--- config.mk ---
export PLATFORM = sky130hd
export DESIGN_NAME = dsp_sequencer
export DESIGN_NICKNAME = d
export VERILOG_FILES = /design/src/rtl/dsp_pkg.sv /design/src/rtl/dsp_op_classify.sv /design/src/rtl/dsp_sequencer.sv
export SDC_FILE = /design/constraint.sdc
export NUM_CORES = 1
export LEC_CHECK = 0
export ABC_AREA = 1
export CORE_ASPECT_RATIO = 1.2
export CORE_MARGIN = 2
export CORE_UTILIZATION = 52
export CTS_BUF_LIST = sky130_fd_sc_hd__clkbuf_8
export DETAILED_ROUTE_END_ITERATION = 12
export PLACE_DENSITY = 0.8
export SYNTH_ARGS = -nofsm -noshare
export SYNTH_HDL_FRONTEND = slang
export SYNTH_SLANG_ARGS = --single-unit
--- constraint.sdc ---
create_clock -name clk -period 2.4 [get_ports clk]
set_input_delay 0.24 -clock clk [delete_from_list [all_inputs] [get_ports clk]]
set_output_delay 0.24 -clock clk [all_outputs]
set_load 0.05 [all_outputs]
--- src/rtl/dsp_pkg.sv ---
// Shared opcode constants, ALU function codes and sequencer states for the 16-bit DSP core.
package dsp_pkg;

  typedef enum logic [2:0] {
    ALU_NOP   = 3'd0,
    ALU_ADD   = 3'd1,
    ALU_LOAD  = 3'd2,
    ALU_LOADK = 3'd3,
    ALU_ZERO  = 3'd4
  } alu_op_e;

  typedef enum logic [2:0] {
    ST_FETCH  = 3'd0,
    ST_FETCH2 = 3'd1,
    ST_READ   = 3'd2,
    ST_EXEC   = 3'd3,
    ST_HALT   = 3'd4
  } state_e;

  localparam logic [15:0] IR_NOP  = 16'h7F80;
  localparam logic [15:0] IR_ZAC  = 16'h7F89;
  localparam logic [15:0] IR_HALT = 16'hFFFF;

  // Shift-class opcodes decode on the top nibble, the rest on the top byte.
  localparam logic [3:0] OP4_ADD  = 4'h0;
  localparam logic [3:0] OP4_LAC  = 4'h2;
  localparam logic [7:0] OP8_SACL = 8'h50;
  localparam logic [7:0] OP8_LACK = 8'h7E;
  localparam logic [7:0] OP8_B    = 8'hF9;
  localparam logic [7:0] OP8_BZ   = 8'hF6;

endpackage

--- src/rtl/dsp_op_classify.sv ---
// Combinational instruction classifier: maps one instruction word to its execution class.
module dsp_op_classify
  import dsp_pkg::*;
(
  input  logic [15:0] word_i,
  output logic        two_word_o,
  output logic        is_bz_o,
  output logic        needs_read_o,
  output logic        is_store_o,
  output logic        is_halt_o,
  output logic [2:0]  alu_op_o
);

  always_comb begin
    two_word_o   = 1'b0;
    is_bz_o      = 1'b0;
    needs_read_o = 1'b0;
    is_store_o   = 1'b0;
    is_halt_o    = 1'b0;
    alu_op_o     = ALU_NOP;
    // Unrecognised words fall through every arm and execute as NOP.
    if (word_i[15:12] == OP4_ADD) begin
      needs_read_o = 1'b1;
      alu_op_o     = ALU_ADD;
    end else if (word_i[15:12] == OP4_LAC) begin
      needs_read_o = 1'b1;
      alu_op_o     = ALU_LOAD;
    end else if (word_i[15:8] == OP8_SACL) begin
      is_store_o = 1'b1;
    end else if (word_i[15:8] == OP8_LACK) begin
      alu_op_o = ALU_LOADK;
    end else if (word_i == IR_ZAC) begin
      alu_op_o = ALU_ZERO;
    end else if (word_i[15:8] == OP8_B) begin
      two_word_o = 1'b1;
    end else if (word_i[15:8] == OP8_BZ) begin
      two_word_o = 1'b1;
      is_bz_o    = 1'b1;
    end else if (word_i == IR_HALT) begin
      is_halt_o = 1'b1;
    end
  end

endmodule

--- src/rtl/dsp_sequencer.sv ---
// Fetch/execute sequencer: owns PC and IR, fetches over a valid-qualified port, drives ALU/dmem strobes.
module dsp_sequencer
  import dsp_pkg::*;
#(
  parameter int unsigned       PC_W      = 12,
  parameter logic [PC_W-1:0]   RESET_VEC = '0
) (
  input  logic            clk,
  input  logic            reset,
  output logic [PC_W-1:0] imem_addr,
  output logic            imem_req,
  input  logic            imem_valid,
  input  logic [15:0]     imem_data,
  output logic [15:0]     ir,
  input  logic            acc_zero,
  output logic [2:0]      alu_op,
  output logic            acc_we,
  output logic            dmem_re,
  output logic            dmem_we,
  output logic            halted
);

  state_e          state_q, state_d;
  logic [PC_W-1:0] pc_q, pc_d;
  logic [PC_W-1:0] target_q, target_d;
  logic [15:0]     ir_q, ir_d;

  logic [15:0] cls_word;
  logic        c_two_word, c_is_bz, c_needs_read, c_is_store, c_is_halt;
  logic [2:0]  c_alu_op;
  logic        in_exec, fetch_ok;

  // One classifier is shared: in FETCH it looks at the incoming word to pick the
  // next state, everywhere else it decodes the held IR for execution.
  assign cls_word = (state_q == ST_FETCH) ? imem_data : ir_q;

  dsp_op_classify u_classify (
    .word_i       (cls_word),
    .two_word_o   (c_two_word),
    .is_bz_o      (c_is_bz),
    .needs_read_o (c_needs_read),
    .is_store_o   (c_is_store),
    .is_halt_o    (c_is_halt),
    .alu_op_o     (c_alu_op)
  );

  assign imem_req  = ((state_q == ST_FETCH) || (state_q == ST_FETCH2)) && !reset;
  assign fetch_ok  = imem_req && imem_valid;
  assign imem_addr = pc_q;
  assign ir        = ir_q;

  assign in_exec = (state_q == ST_EXEC) && !reset;
  assign acc_we  = in_exec && (c_alu_op != ALU_NOP);
  assign alu_op  = acc_we ? c_alu_op : ALU_NOP;
  assign dmem_we = in_exec && c_is_store;
  assign dmem_re = (state_q == ST_READ) && !reset;
  assign halted  = (state_q == ST_HALT) && !reset;

  always_comb begin
    state_d  = state_q;
    pc_d     = pc_q;
    target_d = target_q;
    ir_d     = ir_q;
    case (state_q)
      ST_FETCH: begin
        if (fetch_ok) begin
          ir_d = imem_data;
          pc_d = pc_q + PC_W'(1);
          if (c_two_word)        state_d = ST_FETCH2;
          else if (c_needs_read) state_d = ST_READ;
          else if (c_is_halt)    state_d = ST_HALT;
          else                   state_d = ST_EXEC;
        end
      end
      ST_FETCH2: begin
        if (fetch_ok) begin
          target_d = imem_data[PC_W-1:0];
          pc_d     = pc_q + PC_W'(1);
          state_d  = ST_EXEC;
        end
      end
      ST_READ: state_d = ST_EXEC;
      ST_EXEC: begin
        if (c_two_word && (!c_is_bz || acc_zero)) pc_d = target_q;
        state_d = ST_FETCH;
      end
      ST_HALT: state_d = ST_HALT;
      default: state_d = ST_FETCH;
    endcase
  end

  always_ff @(posedge clk) begin
    if (reset) begin
      state_q  <= ST_FETCH;
      pc_q     <= RESET_VEC;
      target_q <= '0;
      ir_q     <= IR_NOP;
    end else begin
      state_q  <= state_d;
      pc_q     <= pc_d;
      target_q <= target_d;
      ir_q     <= ir_d;
    end
  end

endmodule
==> flow_metrics.env <==
export IMPL_run_status="finished with violations"
export IMPL_violations="setup timing"
export IMPL_detailedRoute_firstIterationViolations=237
export IMPL_register_bit_total_from_synthesis=43
export IMPL_cts_made_buffers=5
export IMPL_final_max_slew_violation_count=0
export IMPL_cts_max_level=2
export IMPL_post_synth_top_area_cell="dfxtp_1"
export IMPL_ys_top_cells_by_area="dfxtp_1 34%, nand2_1 15%, nand3_1 6.7%"
export IMPL_netlist_area_leader_share_pct=34.1
export IMPL_post_layout_total_power_w=0.00377
export IMPL_buffer_ports_inserted=55
export IMPL_root_cell_of_the_clock_tree="clkbuf_8"
export IMPL_p_switching_w=0.00180
export IMPL_worst_setup_path_start_kind="register"
export IMPL_setup_ws_ps=-120
export IMPL_postSynth_topFlopCell="dfxtp_1"
export IMPL_vias=2991
export IMPL_combinational_share_of_power_pct=58.2
export IMPL_fin_crit_sh_pct=105
export IMPL_drc=0
export IMPL_async_reset_ff_share_pct=0
export IMPL_syn_inst=385
export IMPL_rows=27
export IMPL_first_global_vias=2486
export IMPL_worst_skew_pair_late_latency_ps=310
export IMPL_grt_overflow_total=0
export IMPL_met3_wirelength_um=634
export IMPL_die_area_um2=5420
export IMPL_wl_mm=8.37
export IMPL_worst_setup_path_end_kind="primary output"
export IMPL_worstPathRequired_ps=2160
export IMPL_initial_antenna_violation_count=0
export IMPL_share_clk_of_total_power_pct=16.2
export IMPL_fin_area_um2=3620
export IMPL_synth_top_cells_by_count="103 x nand2_1, 43 x dfxtp_1, 37 x nor2_1"
export IMPL_synthToLayoutAreaGrowth_pct=43.6
export IMPL_synth_seq_area_share_pct=34.1
export IMPL_fmaxAchievable_mhz=397
export IMPL_gp_congestion=0.889
export IMPL_number_of_failing_hold_endpoints_at_the_final_stage=0
export IMPL_hp_class="register to register"
export IMPL_crit_type="register to primary output"
export IMPL_dp_hpwl_mm=4.76
export IMPL_rsz0062_at_grt="true"
export IMPL_p_int_w=0.00197
export IMPL_place_area_um2=3120
export IMPL_post_synth_instance_area_um2=2520
export IMPL_grt_pass1_wl_mm=11.2
export IMPL_count_of_antenna_diodes_in_the_layout=0
export IMPL_route_detailed_vias_per_inst=5.74
export IMPL_critical_path_maximum_fanout=6
export IMPL_post_synth_top_count_cell="nand2_1"
export IMPL_die_width_um=67.6
export IMPL_path_clk_slew_ps=90
export IMPL_worst_ep_arrival_time_ps=2280
export IMPL_io_pins=56
export IMPL_wirelength_met1_mm=3.26
export IMPL_die_height_um=80.3
export IMPL_detailedRoute_firstPassIterationCount=7
export IMPL_cap_viol_max_count=0
export IMPL_setup_viol_count_final=5
export IMPL_power_static_leakage_nw=1.58
export IMPL_initial_utilization_pct=54.5
export IMPL_worst_slew_pin_slew_ps=502
export IMPL_synth_cell_type_count=34
export IMPL_grt_max_degree=29
export IMPL_worst_ir_drop_vdd_mv=0.642
export IMPL_yosysWarningCount=0
export IMPL_fp_coreArea_um2=4630
export IMPL_synth_fp_nets=406
export IMPL_final_layout_fill_cell_count=308
export IMPL_drive_above_1_share_pct=20.7
export IMPL_tritoncts="built"
export IMPL_clock_skew_ps=8.82
export IMPL_maxSlewHeadroom_pct=66.4
export IMPL_power_density_nw_per_um2=1040
export IMPL_cts_sink_count=43
export IMPL_antenna_violating_nets_post_route=0
export IMPL_finalWorstPathRequiredPeriod_ps=2520
export IMPL_fin_nets=483
export IMPL_dr_max_layer_used="met4"
export IMPL_sequentialPowerShare_pct=25.5
export IMPL_drt_wirelength_per_cell_um=16.1
export IMPL_groute_usage_overall_pct=27.0
export IMPL_wl_met2_mm=4.14
export IMPL_synth_edf_count=0
export IMPL_switching_fraction_pct=47.6
export IMPL_synthesis_area_per_instance_um2=6.55
export IMPL_clock_tree_buffer_depth=2
[cells in the final DEF, fill, tap and decap left out, types with 3 or more instances in the layout]
cell type / n
a21oi_1: 31
buf_4: 30
buf_6: 4
clkbuf_8: 6
clkdlybuf4s50_1: 47
dfxtp_1: 40
dfxtp_4: 3
inv_1: 31
inv_2: 4
nand2_1: 91
nand2_2: 11
nand2_4: 9
nand3_1: 28
nand3_2: 4
nand3b_1: 9
nand4_1: 4
nor2_1: 33
nor2_2: 5
nor3_4: 3
o211ai_1: 4
o21ai_0: 27
o21ai_1: 4
o221ai_1: 4
xor2_1: 4
[sequential cells by signal, summed over array words and instances (netlist names)]
signal,count
ir,16
imem_addr,12
target_q,12
state_q,3
[per-layer routing]
| metal | up-vias | GRT usage (%) |
|---|---|---|
| met5 | - | 0 |
| met4 | 0 | 10.4 |
| met3 | 39 | 5.04 |
| met2 | 164 | 46.6 |
| met1 | 1359 | 32.3 |
| li1 | 1429 | - |
[through the flow]
step | setup TNS (ps) | util [%] | hold WS [ps] | cells | setup slack, ps
after detailed placement | 0 | 67.5 | 444 | 492 | 110
after global routing | -599 | 78.2 | 484 | 521 | -169
after floorplan | 0 | - | 318 | 385 | 128
after CTS | 0 | 71.7 | 457 | 505 | 22.2
final | -286 | 78.2 | 452 | 521 | -120
after global placement | 0 | 67.5 | 437 | 492 | 185
[cells by family (layout without fill, tap and decap cells)]
family                     Yosys count  count (layout)  share of synthesized area, %
adders and majority gates            1               1                         0.496
xor gates and xnor gates             5               5                          1.74
DFF                                 43              43                          34.1
buffers and inverters               53             128                          9.43
and+or+nand+nor                    208             211                          37.6
AOI/OAI and AO/OA                   75              75                          16.6
[worst paths after layout]
check	slack (ps)	cells after the start	end	start
max	-120	10	dmem_we	state_q[0]$_SDFFE_PP0P_
max reg2reg	180	15	imem_addr[6]$_SDFFE_PP0P_	state_q[0]$_SDFFE_PP0P_
min reg2reg	450	2	target_q[1]$_SDFFE_PP0P_	target_q[1]$_SDFFE_PP0P_
min	450	2	target_q[1]$_SDFFE_PP0P_	target_q[1]$_SDFFE_PP0P_
[final cells by class]
type	count	area [µm²]	share of cell area [%]
timing repair buffer	83	786	21.7
clock buffer	6	82.6	2.28
tap	58	72.6	2.00
inverter	37	151	4.18
clock inverter	2	35.0	0.968
multi-input combinational	292	1620	44.8
sequential	43	872	24.1
[worst max-delay path: stages (launching register included)]
cell       delay [ps]
dfxtp_4           370
nor2_4            150
buf_12            170
nand2_8            80
nand2_4            80
nand2_4            70
buf_6             130
nor3_4            130
nand4_1           240
nor3_2            330
clkbuf_16         220
[repair_timing]
action                     CTS  global route
setup endpoints to repair    5             5
gates resized for setup      9            45
hold endpoints to repair     0             0
buffers inserted             4            14
hold buffers                 0             0
pin swaps                    1            19
cloned                       1             2
[power by group through the flow]
| stage | Sequential, W | Combinational, W | Clock [W] |
|---|---|---|---|
| 2_1_floorplan | 0.00129 | 0.000940 | 0 |
| 3_3_place_gp | 0.000965 | 0.00162 | 0 |
| 3_5_place_dp | 0.000970 | 0.00164 | 0 |
| 4_1_cts | 0.000965 | 0.00176 | 0.000607 |
| 5_1_grt | 0.000978 | 0.00234 | 0.000634 |
| 6_report | 0.000962 | 0.00219 | 0.000612 |
Power figures use the tool's default switching activity.
